--- config.mk ---
export PLATFORM = sky130hd
export DESIGN_NAME = pulse_cmd_buf
export DESIGN_NICKNAME = d
export VERILOG_FILES = /design/src/rtl/pulse_buf_pkg.sv /design/src/rtl/pulse_buf_mem.sv /design/src/rtl/pulse_cmd_buf.sv
export SDC_FILE = /design/constraint.sdc
export NUM_CORES = 1
export LEC_CHECK = 0
export ABC_CLOCK_PERIOD_IN_PS = 7750
export BUFFER_PORTS_ARGS = -buffer_cell sky130_fd_sc_hd__buf_2
export CAP_MARGIN = 20
export CORE_MARGIN = 1
export CORE_UTILIZATION = 55
export DETAILED_ROUTE_END_ITERATION = 12
export HOLD_SLACK_MARGIN = 0.03
export PLACE_DENSITY = 0.73
export SETUP_SLACK_MARGIN = 0.05
export SYNTH_ARGS = -nofsm -noshare
export SYNTH_HDL_FRONTEND = slang
export SYNTH_SLANG_ARGS = --single-unit
--- constraint.sdc ---
create_clock -name clk -period 7.75 [get_ports clk]
set_input_delay 0.3875 -clock clk [delete_from_list [all_inputs] [get_ports clk]]
set_output_delay 0.3875 -clock clk [all_outputs]
set_load 0.03 [all_outputs]
--- src/rtl/pulse_buf_pkg.sv ---
// pulse_buf_pkg: shared widths, depth defaults and entry-width helper for the pulse command buffer.
// PULSE_BUF_TIMESTAMP_EN appends a capture timestamp to every entry.
package pulse_buf_pkg;
    localparam int PULSE_CMD_WIDTH = 72;
    localparam int DEF_DEPTH_LOG2  = 3;
    localparam int DEF_TS_WIDTH    = 32;
`ifdef PULSE_BUF_TIMESTAMP_EN
    localparam bit TS_EN = 1'b1;
`else
    localparam bit TS_EN = 1'b0;
`endif
    function automatic int entry_width(input int cmd_w, input int ts_w, input bit ts_en);
        return ts_en ? cmd_w + ts_w : cmd_w;
    endfunction
endpackage

--- src/rtl/pulse_buf_mem.sv ---
// pulse_buf_mem: 2^AW-entry register array, one synchronous write port and one asynchronous read port.
module pulse_buf_mem #(
    parameter int W  = 72,
    parameter int AW = 3
) (
    input  logic          clk,
    input  logic          i_we,
    input  logic [AW-1:0] i_waddr,
    input  logic [W-1:0]  i_wdata,
    input  logic [AW-1:0] i_raddr,
    output logic [W-1:0]  o_rdata
);
    logic [W-1:0] r_mem [2**AW];
    // storage is never reset; occupancy tracking lives in the owner
    always_ff @(posedge clk)
        if (i_we) r_mem[i_waddr] <= i_wdata;
    assign o_rdata = r_mem[i_raddr];
endmodule

--- src/rtl/pulse_cmd_buf.sv ---
// pulse_cmd_buf: elastic FIFO between core pulse-command strobes and a valid/ready consumer.
// Head entry is held in a register (first-word-fall-through, 1-cycle latency); count includes the head.
// Define PULSE_BUF_TIMESTAMP_EN to tag each entry with a free-running capture timestamp.
module pulse_cmd_buf
    import pulse_buf_pkg::*;
#(
    parameter int CMD_WIDTH  = PULSE_CMD_WIDTH,
    parameter int DEPTH_LOG2 = DEF_DEPTH_LOG2,
    parameter int TS_WIDTH   = DEF_TS_WIDTH,
    localparam int W         = entry_width(CMD_WIDTH, TS_WIDTH, TS_EN)
) (
    input  logic                  clk,
    input  logic                  reset,
    input  logic                  cstrobe,
    input  logic [CMD_WIDTH-1:0]  cmd_in,
    input  logic                  flush,
    input  logic                  clear_err,
    output logic [W-1:0]          out_data,
    output logic                  out_valid,
    input  logic                  out_ready,
    output logic [DEPTH_LOG2:0]   count,
    output logic                  full,
    output logic                  empty,
    output logic                  overflow
);
    localparam int CW = DEPTH_LOG2 + 1;
    localparam logic [DEPTH_LOG2:0] DEPTH = CW'(1) << DEPTH_LOG2;

    logic [DEPTH_LOG2-1:0] r_wr_ptr, r_rd_ptr, w_rd_next;
    logic [DEPTH_LOG2:0]   r_count, w_count_next;
    logic [W-1:0]          r_out, w_entry, w_mem_rdata;
    logic                  r_valid, r_full, r_empty, r_ovf;
    logic                  w_pop, w_push, w_drop;

    assign w_pop        = r_valid & out_ready;
    assign w_push       = cstrobe & (~r_full | w_pop) & ~flush;
    assign w_drop       = cstrobe & r_full & ~w_pop & ~flush;
    assign w_rd_next    = r_rd_ptr + 1'b1;
    assign w_count_next = r_count + CW'(w_push) - CW'(w_pop);

`ifdef PULSE_BUF_TIMESTAMP_EN
    logic [TS_WIDTH-1:0] r_ts;
    // free-running capture clock, wraps naturally
    always_ff @(posedge clk or posedge reset)
        if (reset) r_ts <= '0;
        else r_ts <= r_ts + 1'b1;
    assign w_entry = {cmd_in, r_ts};
`else
    assign w_entry = cmd_in;
`endif

    pulse_buf_mem #(.W(W), .AW(DEPTH_LOG2)) u_mem (
        .clk     (clk),
        .i_we    (w_push),
        .i_waddr (r_wr_ptr),
        .i_wdata (w_entry),
        .i_raddr (w_rd_next),
        .o_rdata (w_mem_rdata)
    );

    // pointers, occupancy, flags and head register; flush overrides push/pop
    always_ff @(posedge clk or posedge reset)
        if (reset) begin
            r_wr_ptr <= '0;
            r_rd_ptr <= '0;
            r_count  <= '0;
            r_valid  <= 1'b0;
            r_full   <= 1'b0;
            r_empty  <= 1'b1;
            r_out    <= '0;
        end else if (flush) begin
            r_wr_ptr <= '0;
            r_rd_ptr <= '0;
            r_count  <= '0;
            r_valid  <= 1'b0;
            r_full   <= 1'b0;
            r_empty  <= 1'b1;
        end else begin
            if (w_push) r_wr_ptr <= r_wr_ptr + 1'b1;
            if (w_pop) r_rd_ptr <= w_rd_next;
            r_count <= w_count_next;
            r_valid <= w_count_next != '0;
            r_full  <= w_count_next == DEPTH;
            r_empty <= w_count_next == '0;
            // new word becomes head when the queue is (or is becoming) empty; otherwise the next stored entry moves up
            if (w_push && (!r_valid || (w_pop && r_count == CW'(1)))) r_out <= w_entry;
            else if (w_pop && r_count > CW'(1)) r_out <= w_mem_rdata;
        end

    // sticky overflow; a drop in the same cycle beats clear_err
    always_ff @(posedge clk or posedge reset)
        if (reset) r_ovf <= 1'b0;
        else r_ovf <= w_drop | (r_ovf & ~clear_err);

    assign out_data  = r_out;
    assign out_valid = r_valid;
    assign count     = r_count;
    assign full      = r_full;
    assign empty     = r_empty;
    assign overflow  = r_ovf;
endmodule

==> results.json, run 1 <==
{
  "period_share_pct": 46.9,
  "required_ns": 8.17,
  "slew_headroom_pct": 27.5,
  "grt_max_degree": 133,
  "clk_latency_ns": 0.60,
  "clk_path_buf_depth": 3,
  "cts_made_buffers": 67,
  "fin_setup_tns_ns": 0,
  "drive_gt1_share_pct": 34.1,
  "clockRootBuffer": "clkbuf_16",
  "synth_cell_type_count": 37,
  "r2r_end": "out_data[25]$_DFFE_PP0P_",
  "cts-hold-fix-buffers": 2,
  "drt_wl_total_um": 54400,
  "fin_worst_skew_ns": 0.0162,
  "via_per_inst": 6.01,
  "synth_top_family_by_area": "multiplexers",
  "max_slew.worst_pin.slew_ns": 1.09,
  "synth-xor-area-share_pct": 0.265,
  "cts_max_level": 3,
  "synth-compound-area-share_pct": 4.53,
  "drc": 0,
  "drv_cap": 0,
  "synth_area_um2": 26000,
  "crit_arrival_ns": 4.05,
  "multiInputGateArea_um2": 5860,
  "critical_path.slowest_cell": "dfrtp_4",
  "worstReg2RegStart": "r_rd_ptr[0]$_DFFE_PP0P_",
  "async_reset_ff_share_pct": 13.0,
  "core_um2": 46600,
  "synthToLayoutAreaGrowth_pct": 13.8,
  "ys_seq_elements": 662,
  "setup.worst_path.start_class": "flop",
  "regArea_um2": 19500,
  "grt_pass1_wl_um": 81900,
  "syn_avg_cell_area_um2": 21.1,
  "end_kind": "flop",
  "drv_slew": 0,
  "r2r_cells": 5,
  "ff2ff_setup_slack_ns": 4.12,
  "synth_simple_gate_area_share_pct": 1.72,
  "ant_nets": 0,
  "hpwl_um": 27700,
  "drt-pass1-iter-count": 5,
  "crit_top_cell": "buf_4",
  "yosysWarnings": 0,
  "cp_max_fo": 44,
  "tritoncts": "built",
  "start_util_pct": 55.8,
  "final_common_cell": "edfxtp_1",
  "fin_crit_ns": 3.63,
  "clock-sinks": 662,
  "synth_edf_count": 576,
  "vias": 12518,
  "crit_chain": "buf_4 > buf_4 > mux4_2 > mux2i_1 > o221ai_2",
  "fmax_ghz": 0.275,
  "cpPeakStageDelay_ns": 0.87,
  "startpoint": "r_rd_ptr[0]$_DFFE_PP0P_",
  "pwr_density_cell_nw_per_um2": 332,
  "synth_top_area_share_pct": 66.6,
  "synth_top_area_cell": "edfxtp_1",
  "syn_nets": 1315,
  "num_rows": 79,
  "syn_inst": 1229,
  "outcome": "finished, final reports clean",
  "synth.area.top_cells": "edfxtp_1 (67%), mux4_2 (12%), dfrtp_1 (8.2%)",
  "routedWlPerCell_um": 26.1,
  "grt.total_usage_pct": 23.6,
  "clkTransAtPathRegs_ns": 0.06,
  "ys_seq_area_share_pct": 74.9,
  "synth_adder_area_share_pct": 0.414,
  "antenna_found_initial": 7,
  "p_leak_uw": 0.0100,
  "grt_pass1_vias": 13255,
  "die_w_um": 219,
  "power_uw": 9810,
  "fill_cells": 3073,
  "gp_congestion": 0.706,
  "die_area_um2": 48100,
  "port_buffers": 157,
  "die_h_um": 219,
  "grt_setup_unrepaired": "no",
  "crit_path_end": "out_data[25]$_DFFE_PP0P_",
  "num-nets-final": 1503,
  "hold_viol_final": 0,
  "postCtsSetupBuffers": 0,
  "max-vdd-ir-drop_mv": 0.367,
  "drtIter0Drc": 1148,
  "io_pins": 158,
  "synthFlopType": "edfxtp_1",
  "grt_overflow": 0,
  "final_cell_mix": "edfxtp_1 (576), buf_2 (157), mux4_2 (144)",
  "worst-setup-path-type": "reg2reg",
  "setup_violations": 0,
  "synthMuxAreaShare_pct": 15.3,
  "min_path_type": "in2reg",
  "cts_resized": 0
}
## cells by family after synthesis
| logic type | Yosys count |
|---|---|
| xor gates and xnor gates | 7 |
| muxes | 216 |
| and+or+nand+nor | 107 |
| buffers and inverters | 144 |
| AOI/OAI and AO/OA | 85 |
| adders and majority gates | 8 |
| DFF | 662 |
## state kept, by name, summed over array words and instances (netlist names), 3 cells and up
| register | flops |
|---|---|
| u_mem.r_mem | 576 |
| out_data | 72 |
| count | 4 |
| r_rd_ptr | 3 |
| r_wr_ptr | 3 |
## layout make-up
class,count,area share (%)
multi-input cells,423,19.8
diodes,4,0.0339
clock inverters,31,0.809
repair buffers,181,3.33
flip-flops and latches,662,65.8
well taps,607,2.57
clock buffers,92,6.56
inverters,82,1.05
## worst min-delay path by stage
stage	start	endpoint	slack [ns]	cells after the start
after floorplan	flush	count[0]$_DFF_PP0_	0.45	1
after global placement	reset	out_data[53]$_DFFE_PP0P_	0.53	2
after CTS	cmd_in[13]	u_mem.r_mem[4][13]$_DFFE_PP_	0.05	1
after global routing	cmd_in[38]	u_mem.r_mem[3][38]$_DFFE_PP_	0.07	1
final	cmd_in[46]	u_mem.r_mem[3][46]$_DFFE_PP_	0.08	1
after detailed placement	reset	out_data[53]$_DFFE_PP0P_	0.54	2
## Yosys cell counts, drive strengths merged (2+ instances only)
library cell / number
edfxtp: 576
mux4: 144
dfrtp: 85
inv: 82
nand2: 80
mux2i: 72
o221ai: 72
buf: 50
clkbuf: 12
nor2: 11
ha: 7
a21oi: 6
xor2: 5
nand2b: 4
nand3: 3
nor2b: 3
nor3: 3
a21o: 2
nor3b: 2
xnor2: 2
## metrics by stage
| step | cell area [um^2] | std cells | setup slack [ns] | util [%] | hold slack (ns) |
|---|---|---|---|---|---|
| final | 29600 | 2082 | 4.12 | 63.5 | 0.0759 |
| after global routing | 29500 | 2079 | 3.72 | 63.5 | 0.0731 |
| after CTS | 29500 | 2078 | 3.94 | 63.5 | 0.0525 |
| after detailed placement | 27300 | 1953 | 3.99 | 58.7 | 0.538 |
| after global placement | 27300 | 1953 | 4.05 | 58.7 | 0.526 |
| after floorplan | 26000 | 1229 | 1.14 | - | 0.453 |
## report_power, final
group / leakage (uW) / total [uW] / internal, uW / switching, uW
logic: 0.00276 / 2280 / 896 / 1380
registers: 0.00623 / 4370 / 4160 / 202
clock network: 0.00105 / 3160 / 1880 / 1280
total: 0.0100 / 9810 / 6940 / 2870
## metal layers
metal | GRT usage (%) | wire (um) | vias up
li1 | - | - | 5361
met2 | 37.3 | 26700 | 382
met1 | 33.5 | 23200 | 6691
met3 | 4.59 | 3320 | 76
met4 | 7.20 | 1060 | 8
met5 | 0 | 57 | -
## worst max-delay path, delay by kind of cell (launching register included)
family | cells | cell delay, ns
buf+inv | 2 | 1.61
flops | 1 | 0.87
mux | 2 | 0.80
compound gates | 1 | 0.12
Note: power is estimated with default switching activity, not from simulation.
==> run 2, diff against run 1 <==
Settings changed: ABC_CLOCK_PERIOD_IN_PS 7750 to 3600.
Clock period 7.75 ns to 3.6 ns, I/O delays scaled along.
==> run 2 against run 1 <==
Net effect: count of clock-buffer cells in the layout up 7; combinational power is 120% higher; final cell count grew 3.7%; fmax increased by 33%; die area stayed put; worst setup slack worse by 3.3 ns; hold slack gained 0.17 ns; first-iteration DRC count down 20%.
==> results.json, run 2 (same netlist as run 1, synthesis figures left out) <==
{
  "outcome": "finished, final reports clean",
  "max-vdd-ir-drop_mv": 0.625,
  "drv_cap": 0,
  "final_cells": 2160,
  "cpPeakStageDelay_ns": 0.53,
  "max_slew.worst_pin.slew_ns": 1.10,
  "drt_wl_total_um": 51500,
  "clkTransAtPathRegs_ns": 0.06,
  "drv_slew": 0,
  "top_register": "u_mem.r_mem",
  "post-route-util_pct": 65.4,
  "dr_wl_met2_um": 24700,
  "largest_reg_flops": 576,
  "power_uw": 21000,
  "period_share_pct": 76.0,
  "p_leak_uw": 0.0104,
  "core_um2": 46600,
  "routedWlPerCell_um": 23.8,
  "topRoutingLayerUsed": "met4",
  "io_pins": 158,
  "setup.worst_path.start_class": "flop",
  "drt-pass1-iter-count": 5,
  "clk_path_buf_depth": 3,
  "fin_crit_ns": 2.74,
  "via_per_inst": 5.87,
  "vias": 12679,
  "clock-sinks": 662,
  "grt_setup_unrepaired": "no",
  "pwr_density_cell_nw_per_um2": 689,
  "synthToLayoutAreaGrowth_pct": 17.2,
  "regArea_um2": 19500,
  "crit_arrival_ns": 3.22,
  "clockRootBuffer": "clkbuf_16",
  "grt_max_degree": 86,
  "ant_nets": 0,
  "hold_ws_ns": 0.243,
  "port_buffers": 157,
  "start_util_pct": 55.8,
  "final_common_cell": "edfxtp_1",
  "slew_headroom_pct": 26.9,
  "required_ns": 4.08,
  "cp_max_fo": 6,
  "drtIter0Drc": 916,
  "end_kind": "flop",
  "final_cell_mix": "edfxtp_1 (576), buf_2 (157), mux4_2 (144)",
  "fin_worst_skew_ns": 0.0184,
  "fill_cells": 3061,
  "die_area_um2": 48100,
  "critical_path.slowest_cell": "dfrtp_1",
  "num_rows": 79,
  "antenna_found_initial": 2,
  "cts_made_buffers": 66,
  "cts_max_level": 3,
  "die_w_um": 219,
  "grt_pass1_vias": 13269,
  "grt.total_usage_pct": 22.3,
  "drc": 0,
  "tritoncts": "built",
  "pre_cts_slack_ns": 0.888,
  "worst-setup-path-type": "reg2reg",
  "dr_wl_met3_um": 3360,
  "worst_slack_ns": 0.863,
  "clk_latency_ns": 0.58,
  "gp_congestion": 0.755,
  "wl_met1_um": 22600,
  "dp_cells": 1958,
  "hold_viol_final": 0,
  "die_h_um": 219,
  "grt_overflow": 0,
  "min_path_type": "in2async",
  "setup_violations": 0,
  "crit_chain": "nand2_4 > a21oi_1 > inv_1 > ha_1 > inv_1 > ha_1 > fa_1 > xor2_1 > nor3_1 > nor3b_1",
  "hpwl_um": 27000,
  "drive_gt1_share_pct": 33.0,
  "grt_pass1_wl_um": 78800,
  "num-nets-final": 1585,
  "multiInputGateArea_um2": 5870,
  "fmax_ghz": 0.365
}
[run 2: cell types whose count changed in the layout (fill, tap and decap cells not counted), sizes merged]
| cell | delta |
|---|---|
| diode | -3 |
| clkinvlp | -1 |
| buf | +5 |
| clkbuf | +7 |
| bufinv | -2 |
| dlygate4sd3 | +78 |
| inv | +1 |
| clkinv | -7 |
[run 2: power by group]
| group | internal (uW) | switching, uW | total (uW) |
|---|---|---|---|
| combinational | 2030 | 2960 | 5000 |
| clock | 3880 | 2740 | 6630 |
| sequential | 8960 | 404 | 9360 |
[run 2: worst max-delay path, delay by kind of cell, from the launching register on]
| family | cells | cell delay [ns] |
|---|---|---|
| and+or+nand+nor | 3 | 0.63 |
| DFF | 1 | 0.53 |
| AOI/OAI and AO/OA | 1 | 0.29 |
| xor gates and xnor gates | 1 | 0.18 |
| buffers and inverters | 2 | 0.12 |
| adders and majority gates | 3 | 0.90 |
[run 2: cell type report]
| type | count | share of cell area (%) |
|---|---|---|
| Sequential cell | 662 | 63.9 |
| Timing Repair Buffer | 264 | 6.37 |
| Antenna cell | 1 | 0.00822 |
| Inverter | 82 | 1.02 |
| Multi-Input combinational cell | 423 | 19.3 |
| Clock inverter | 22 | 0.538 |
| Clock buffer | 99 | 6.38 |
| Tap cell | 607 | 2.49 |
[run 2: path summary, 6_finish.rpt]
check	startpoint	endpoint	slack (ns)	depth (start not counted)
max	out_valid$_DFF_PP0_	full$_DFF_PP0_	0.86	10
min	reset	out_data[46]$_DFFE_PP0P_	0.24	3
max reg2reg	out_valid$_DFF_PP0_	full$_DFF_PP0_	0.86	10
min reg2reg	out_data[62]$_DFFE_PP0P_	out_data[62]$_DFFE_PP0P_	0.57	2
max in group asynchronous	reset	out_data[0]$_DFFE_PP0P_	2.58	4
min in group clk	cmd_in[37]	u_mem.r_mem[7][37]$_DFFE_PP_	0.41	2
[run 2: through the flow]
| step | TNS [ns] | area, um^2 |
|---|---|---|
| after global routing | 0 | 30400 |
| after CTS | 0 | 30400 |
| after global placement | 0 | 27500 |
| after detailed placement | 0 | 27500 |
| final | 0 | 30400 |
| after floorplan | -577.70 | 26000 |
[run 2: layer usage]
layer	GRT usage [%]	vias to the layer above
li1	-	5548
met1	32.5	6632
met2	34.8	435
met3	4.12	64
met4	6.46	0
met5	0	-
[run 2: timing repair]
action                                 4_1_cts  5_1_grt
resized for setup                            0        0
hold buffers                                80        0
setup buffers                                0        0
endpoints found under the hold margin      703        0
